`config.mk`:
```
export PLATFORM = sky130hd
export DESIGN_NAME = alu_share_arbiter
export DESIGN_NICKNAME = d
export VERILOG_FILES = /design/src/rtl/alu_share_arbiter.sv
export SDC_FILE = /design/constraint.sdc
export NUM_CORES = 1
export LEC_CHECK = 0
export BUFFER_PORTS_ARGS = -buffer_cell sky130_fd_sc_hd__buf_4
export CAP_MARGIN = 20
export CORE_MARGIN = 2
export CORE_UTILIZATION = 29
export DETAILED_ROUTE_END_ITERATION = 6
export GPL_TIMING_DRIVEN = 0
export HOLD_SLACK_MARGIN = 0.1
export PLACE_DENSITY = 0.66
export SLEW_MARGIN = 20
export SYNTH_ARGS = -nofsm -noshare
export SYNTH_HDL_FRONTEND = slang
export SYNTH_SLANG_ARGS = --single-unit
```
`constraint.sdc`:
```
create_clock -name clk -period 1.8 [get_ports clk]
set_input_delay 0.18 -clock clk [delete_from_list [all_inputs] [get_ports clk]]
set_output_delay 0.18 -clock clk [all_outputs]
set_load 0.05 [all_outputs]
```
`src/rtl/alu_share_arbiter.sv`:
```
// alu_share_arbiter: time-shares one combinational ALU among N_REQ valid/ready requesters.
// Define ALU_ARB_RR_EN for round-robin arbitration; otherwise fixed priority (lowest index wins).
module alu_share_arbiter #(
  parameter int N_REQ  = 2,
  parameter int DATA_W = 17
) (
  input  logic                    clk,
  input  logic                    rst_n,
  input  logic [N_REQ-1:0]        req_valid,
  output logic [N_REQ-1:0]        req_ready,
  input  logic [2*N_REQ-1:0]      req_op,
  input  logic [DATA_W*N_REQ-1:0] req_a,
  input  logic [DATA_W*N_REQ-1:0] req_b,
  output logic [N_REQ-1:0]        rsp_valid,
  input  logic [N_REQ-1:0]        rsp_ready,
  output logic [DATA_W-1:0]       rsp_data,
  output logic                    rsp_zero,
  output logic                    rsp_sign,
  output logic                    rsp_ovf,
  output logic [1:0]              alu_ctrl,
  output logic [DATA_W-1:0]       alu_a,
  output logic [DATA_W-1:0]       alu_b,
  input  logic [DATA_W-1:0]       alu_out,
  input  logic                    alu_zero,
  input  logic                    alu_sign,
  input  logic                    alu_ovf,
  output logic                    busy
);

  localparam int OW = (N_REQ > 1) ? $clog2(N_REQ) : 1;

  typedef enum logic [1:0] {
    IDLE = 2'b00,
    EXEC = 2'b01,
    RESP = 2'b10
  } state_t;

  state_t            state;
  logic [1:0]        op_q;
  logic [DATA_W-1:0] a_q;
  logic [DATA_W-1:0] b_q;
  logic [OW-1:0]     owner;
  logic [OW-1:0]     winner;
  logic              found;
  logic [N_REQ-1:0]  winner_onehot;
  logic [N_REQ-1:0]  owner_onehot;

`ifdef ALU_ARB_RR_EN
  logic [OW-1:0] rr_ptr;

  // Search starts at the pointer and wraps, so the last winner drops to lowest priority.
  always_comb begin
    int idx;
    found  = 1'b0;
    winner = '0;
    idx    = 0;
    for (int k = 0; k < N_REQ; k++) begin
      idx = int'(rr_ptr) + k;
      if (idx >= N_REQ) idx = idx - N_REQ;
      if (!found && req_valid[idx]) begin
        found  = 1'b1;
        winner = OW'(idx);
      end
    end
  end
`else
  always_comb begin
    found  = 1'b0;
    winner = '0;
    for (int k = N_REQ - 1; k >= 0; k--) begin
      if (req_valid[k]) begin
        found  = 1'b1;
        winner = OW'(k);
      end
    end
  end
`endif

  assign winner_onehot = N_REQ'(1) << winner;
  assign owner_onehot  = N_REQ'(1) << owner;

  // Grants are offered only while idle and out of reset, so req_ready is never more than one-hot.
  assign req_ready = (rst_n && state == IDLE && found) ? winner_onehot : '0;

  assign alu_ctrl = op_q;
  assign alu_a    = a_q;
  assign alu_b    = b_q;
  assign busy     = (state != IDLE);

  always_ff @(posedge clk) begin
    if (!rst_n) begin
      state     <= IDLE;
      op_q      <= '0;
      a_q       <= '0;
      b_q       <= '0;
      owner     <= '0;
      rsp_data  <= '0;
      rsp_zero  <= 1'b0;
      rsp_sign  <= 1'b0;
      rsp_ovf   <= 1'b0;
      rsp_valid <= '0;
`ifdef ALU_ARB_RR_EN
      rr_ptr    <= '0;
`endif
    end else begin
      case (state)
        IDLE: begin
          if (found) begin
            op_q  <= req_op[winner*2 +: 2];
            a_q   <= req_a[winner*DATA_W +: DATA_W];
            b_q   <= req_b[winner*DATA_W +: DATA_W];
            owner <= winner;
            state <= EXEC;
`ifdef ALU_ARB_RR_EN
            rr_ptr <= (int'(winner) == N_REQ - 1) ? '0 : winner + 1'b1;
`endif
          end
        end
        EXEC: begin
          // Logic ops cannot overflow, so the flag is masked whatever the ALU reports.
          rsp_data  <= alu_out;
          rsp_zero  <= alu_zero;
          rsp_sign  <= alu_sign;
          rsp_ovf   <= alu_ovf & ~op_q[1];
          rsp_valid <= owner_onehot;
          state     <= RESP;
        end
        RESP: begin
          if (rsp_ready[owner]) begin
            rsp_valid <= '0;
            state     <= IDLE;
          end
        end
        default: begin
          rsp_valid <= '0;
          state     <= IDLE;
        end
      endcase
    end
  end

endmodule
```
==> impl_metrics.csv <==
group,metric,value,unit
placement,gpl.final_weighted_congestion,0.716,
clock_tree,clkSinkCount,61,
sta,slew-limit-headroom,0.514,
cells_and_area,regArea,0.00122,sq mm
die,die-width,100,microns
die,io-pin-count,159,
die,floorplan.initialDensity,0.295,
worst_hold_path,min_delay_path_depth,3,
critical_path,critical_path.top_delay_family,"simple AND/OR/NAND/NOR gates",
sta,final.setup.tns,0,ps
route,route.detailed.vias_per_inst,4.80,
pwr,power-per-cell-area,920,mW/mm^2
sta,grt_setup_unrepaired,"no",
critical_path,critical_path_rt,1620,ps
critical_path,worstPathBufferInverterCount,2,
critical_path,worst-path-max-fanout,6,
synthesis,synth_common_cells,"112 x nand2_1, 61 x dfxtp_1, 58 x a21oi_1, 19 x a311oi_2, 17 x a311oi_1",
cells_and_area,nNetsFinal,610,
route,antenna_left,0,
global_routing,first_global_vias,3005,
die,rows,35,
global_routing,global_route_wire_length_before_repair,14300,microns
synthesis,post-synth-top-count-cell,"nand2_1",
critical_path,crit_path_end_kind,"output port",
worst_hold_path,hp-class,"in2reg",
cells_and_area,multiInputGateArea,0.00131,sq mm
cells_and_area,diodes,0,
pwr,power.share.switching,0.375,
global_routing,grt_antenna_before_repair,0,
synthesis,synth.yosys.warnings,0,
pwr,post-layout-total-power,4100,uW
die,fp.dieArea,0.0100,sq mm
worst_hold_path,hold_end,"alu_ctrl[0]$_SDFFE_PN0P_",
critical_path,worstPathCellList,"nor2_4, inv_2, nor4_4, buf_4",
route,drt_pre_antenna_iters,4,
critical_path,r2r_start,"state[1]$_SDFFE_PN0P_",
route,route.vias.total,3012,
worst_hold_path,min_delay_src,"req_op[2]",
critical_path,reg2reg_depth,5,
synthesis,synth_seq_cells,61,
pwr,total_leakage_power,0.00197,uW
pwr,seqPwrFrac,0.383,
pwr,power.clock.fraction,0.266,
pwr,vdd_ir_max,0.322,mV
synthesis,synth_largest_area_cell,"dfxtp_1",
sta,worst_slew_pin_slew,729,ps
placement,hpwl_detailed,6550,microns
pwr,p_int,2560,uW
pwr,comb_power_share,0.351,
synthesis,synth_async_sr_flop_share,0,
clock_tree,tritoncts,"done",
die,coreArea,0.00911,sq mm
critical_path,r2r_slack,350,ps
critical_path,crit_slowest_cell,"dfxtp_1",
sta,period_share,0.916,
clock_tree,cts-root-to-sink-buffers,2,
clock_tree,ctsHtreeMaxLevel,3,
synthesis,yosys.cell_types.count,23,
critical_path,startpoint_type,"flip-flop",
clock_tree,clock-root-buffer,"clkbuf_8",
sta,hold_viol_final,0,
die,die_h,100,microns
critical_path,worstPathArrival,1470,ps
route,routedWlPerCell,14.5,microns
synthesis,post_synthesis_instance_area,0.00268,sq mm
synthesis,top_reg_cell_synth,"dfxtp_1",
sta,finalSetupViolCount,0,
sta,maxSlewViolCount,0,
global_routing,grt-ovfl-total,0,
synthesis,postSynthAreaPerCell,8.41,sq um
route,drcViolationCount,0,
global_routing,grt_usage,0.179,
synthesis,cells_after_synth,319,
sta,max_freq,606,MHz
clock_tree,path_clk_slew,70,ps
clock_tree,clock_latency,340,ps
route,routed_wirelength,9120,microns
critical_path,reg2reg_to,"alu_b[1]$_SDFFE_PN0P_",
run,maxCapViolCount,0,
run_status,run_status,"finished, final reports clean",
placement,placement.io_buffers,158,
synthesis,synth-seq-area-share,0.455,
synthesis,synthTopCellsByArea,"dfxtp_1 46%, nand2_1 16%, a21oi_1 11%",
route,drt_iter0_drc,73,
clock_tree,tritoncts.num_buffers,9,
synthesis,synth_largest_type_area_fraction,0.455,
pwr,switching_power,1540,uW
critical_path,critical_path_class,"reg2out",
cells_and_area,area_growth_syn_to_layout,65.9,%
sta,finalClockSkew,10.2,ps
synthesis,number_of_enable_type_register_cells_in_the_synthesized_netlist,0,
synthesis,syn-num-nets,417,
cells_and_area,fillers,931,
critical_path,crit_path_max_incr_delay,370,ps
cells_and_area,layout-drive-gt1-share,0.426,
sta,final_period_minus_worst_setup_slack,1650,ps
clock_tree,cts_setup_buffers,0,
global_routing,pin_count_of_the_biggest_net_entering_global_routing,12,
layer usage:
layer | share of wire | GRT usage | vias to the layer above
li1 | - | - | 1508
met4 | 0.014 | 0.0548 | 0
met5 | 0 | 0 | -
met2 | 0.49 | 0.310 | 108
met1 | 0.43 | 0.224 | 1381
met3 | 0.060 | 0.0376 | 15
worst min-delay path, stage by stage:
cell and delay, ps:
buf_4 110, nand2_1 50, a311oi_1 70
logic make-up (layout without fill, tap and decap cells):
kind of cell / after synthesis / in the layout / share of synthesized area
AO/OA/AOI/OAI: 97 / 97 / 0.278
multiplexers: 1 / 1 / 0.00373
flip-flops: 61 / 61 / 0.455
buffers and inverters: 31 / 229 / 0.0644
AND/OR/NAND/NOR: 129 / 129 / 0.198
layout make-up:
cell class | count | share of cell area
Inverter | 2 | 0.00169
Tap cell | 111 | 0.0312
Buffer | 28 | 0.0363
Sequential cell | 61 | 0.274
Clock inverter | 6 | 0.00872
Timing Repair Buffer | 183 | 0.323
Clock buffer | 10 | 0.0309
Multi-Input combinational cell | 227 | 0.294
metrics by stage:
stage | cells | instance area (sq um) | hold WS (ps) | worst slack, ps | utilization
after floorplan | 319 | 2700 | 316 | 295 | -
after global placement | 588 | 4020 | 427 | 316 | 0.442
after detailed placement | 588 | 4020 | 437 | 318 | 0.442
after CTS | 629 | 4460 | 100 | 20.6 | 0.489
after global routing | 628 | 4450 | 111 | 74.8 | 0.489
final | 628 | 4450 | 115 | 151 | 0.489
state kept, by name (all words and copies together), names as in the netlist, 2 cells and up:
register   cells
rsp_data      17
alu_ctrl       2
alu_b         17
rsp_valid      2
alu_a         17
state          2
cell usage in the layout, fill, tap and decap left out, types with 3 or more instances in the layout:
master	n
a311oi_1	17
nand3b_1	4
clkbuf_1	6
clkinv_2	3
a21oi_1	58
nand2_1	112
a311oi_2	19
clkbuf_8	10
dfxtp_1	61
buf_2	12
dlygate4sd3_1	25
buf_4	167
nor2b_1	3
worst max-delay path by stage:
stage / startpoint / to / slack (ps) / depth (start not counted)
floorplan: state[0]$_SDFFE_PN0P_ / req_ready[1] / 290 / 3
global placement: state[0]$_SDFFE_PN0P_ / req_ready[0] / 320 / 5
detailed placement: req_valid[0] / req_ready[1] / 320 / 6
CTS: state[0]$_SDFFE_PN0P_ / req_ready[0] / 20 / 5
global route: state[1]$_SDFFE_PN0P_ / req_ready[1] / 70 / 4
finish: state[1]$_SDFFE_PN0P_ / req_ready[1] / 150 / 4
repair_timing:
action	in CTS	in global routing
pin swaps	0	1
hold buffers	25	0
endpoints found under the hold margin	23	0
setup endpoints to repair	1	1
cloned	0	0
gates resized for setup	2	0
power by group through the flow:
| stage | registers, uW | logic (uW) | clock network [uW] |
|---|---|---|---|
| after floorplan | 2040 | 454 | 0 |
| after global placement | 1590 | 1400 | 0 |
| final | 1570 | 1440 | 1090 |
| after global routing | 1580 | 1530 | 1200 |
| after CTS | 1570 | 1450 | 1130 |
| after detailed placement | 1600 | 1410 | 0 |
Power figures use the tool's default switching activity.
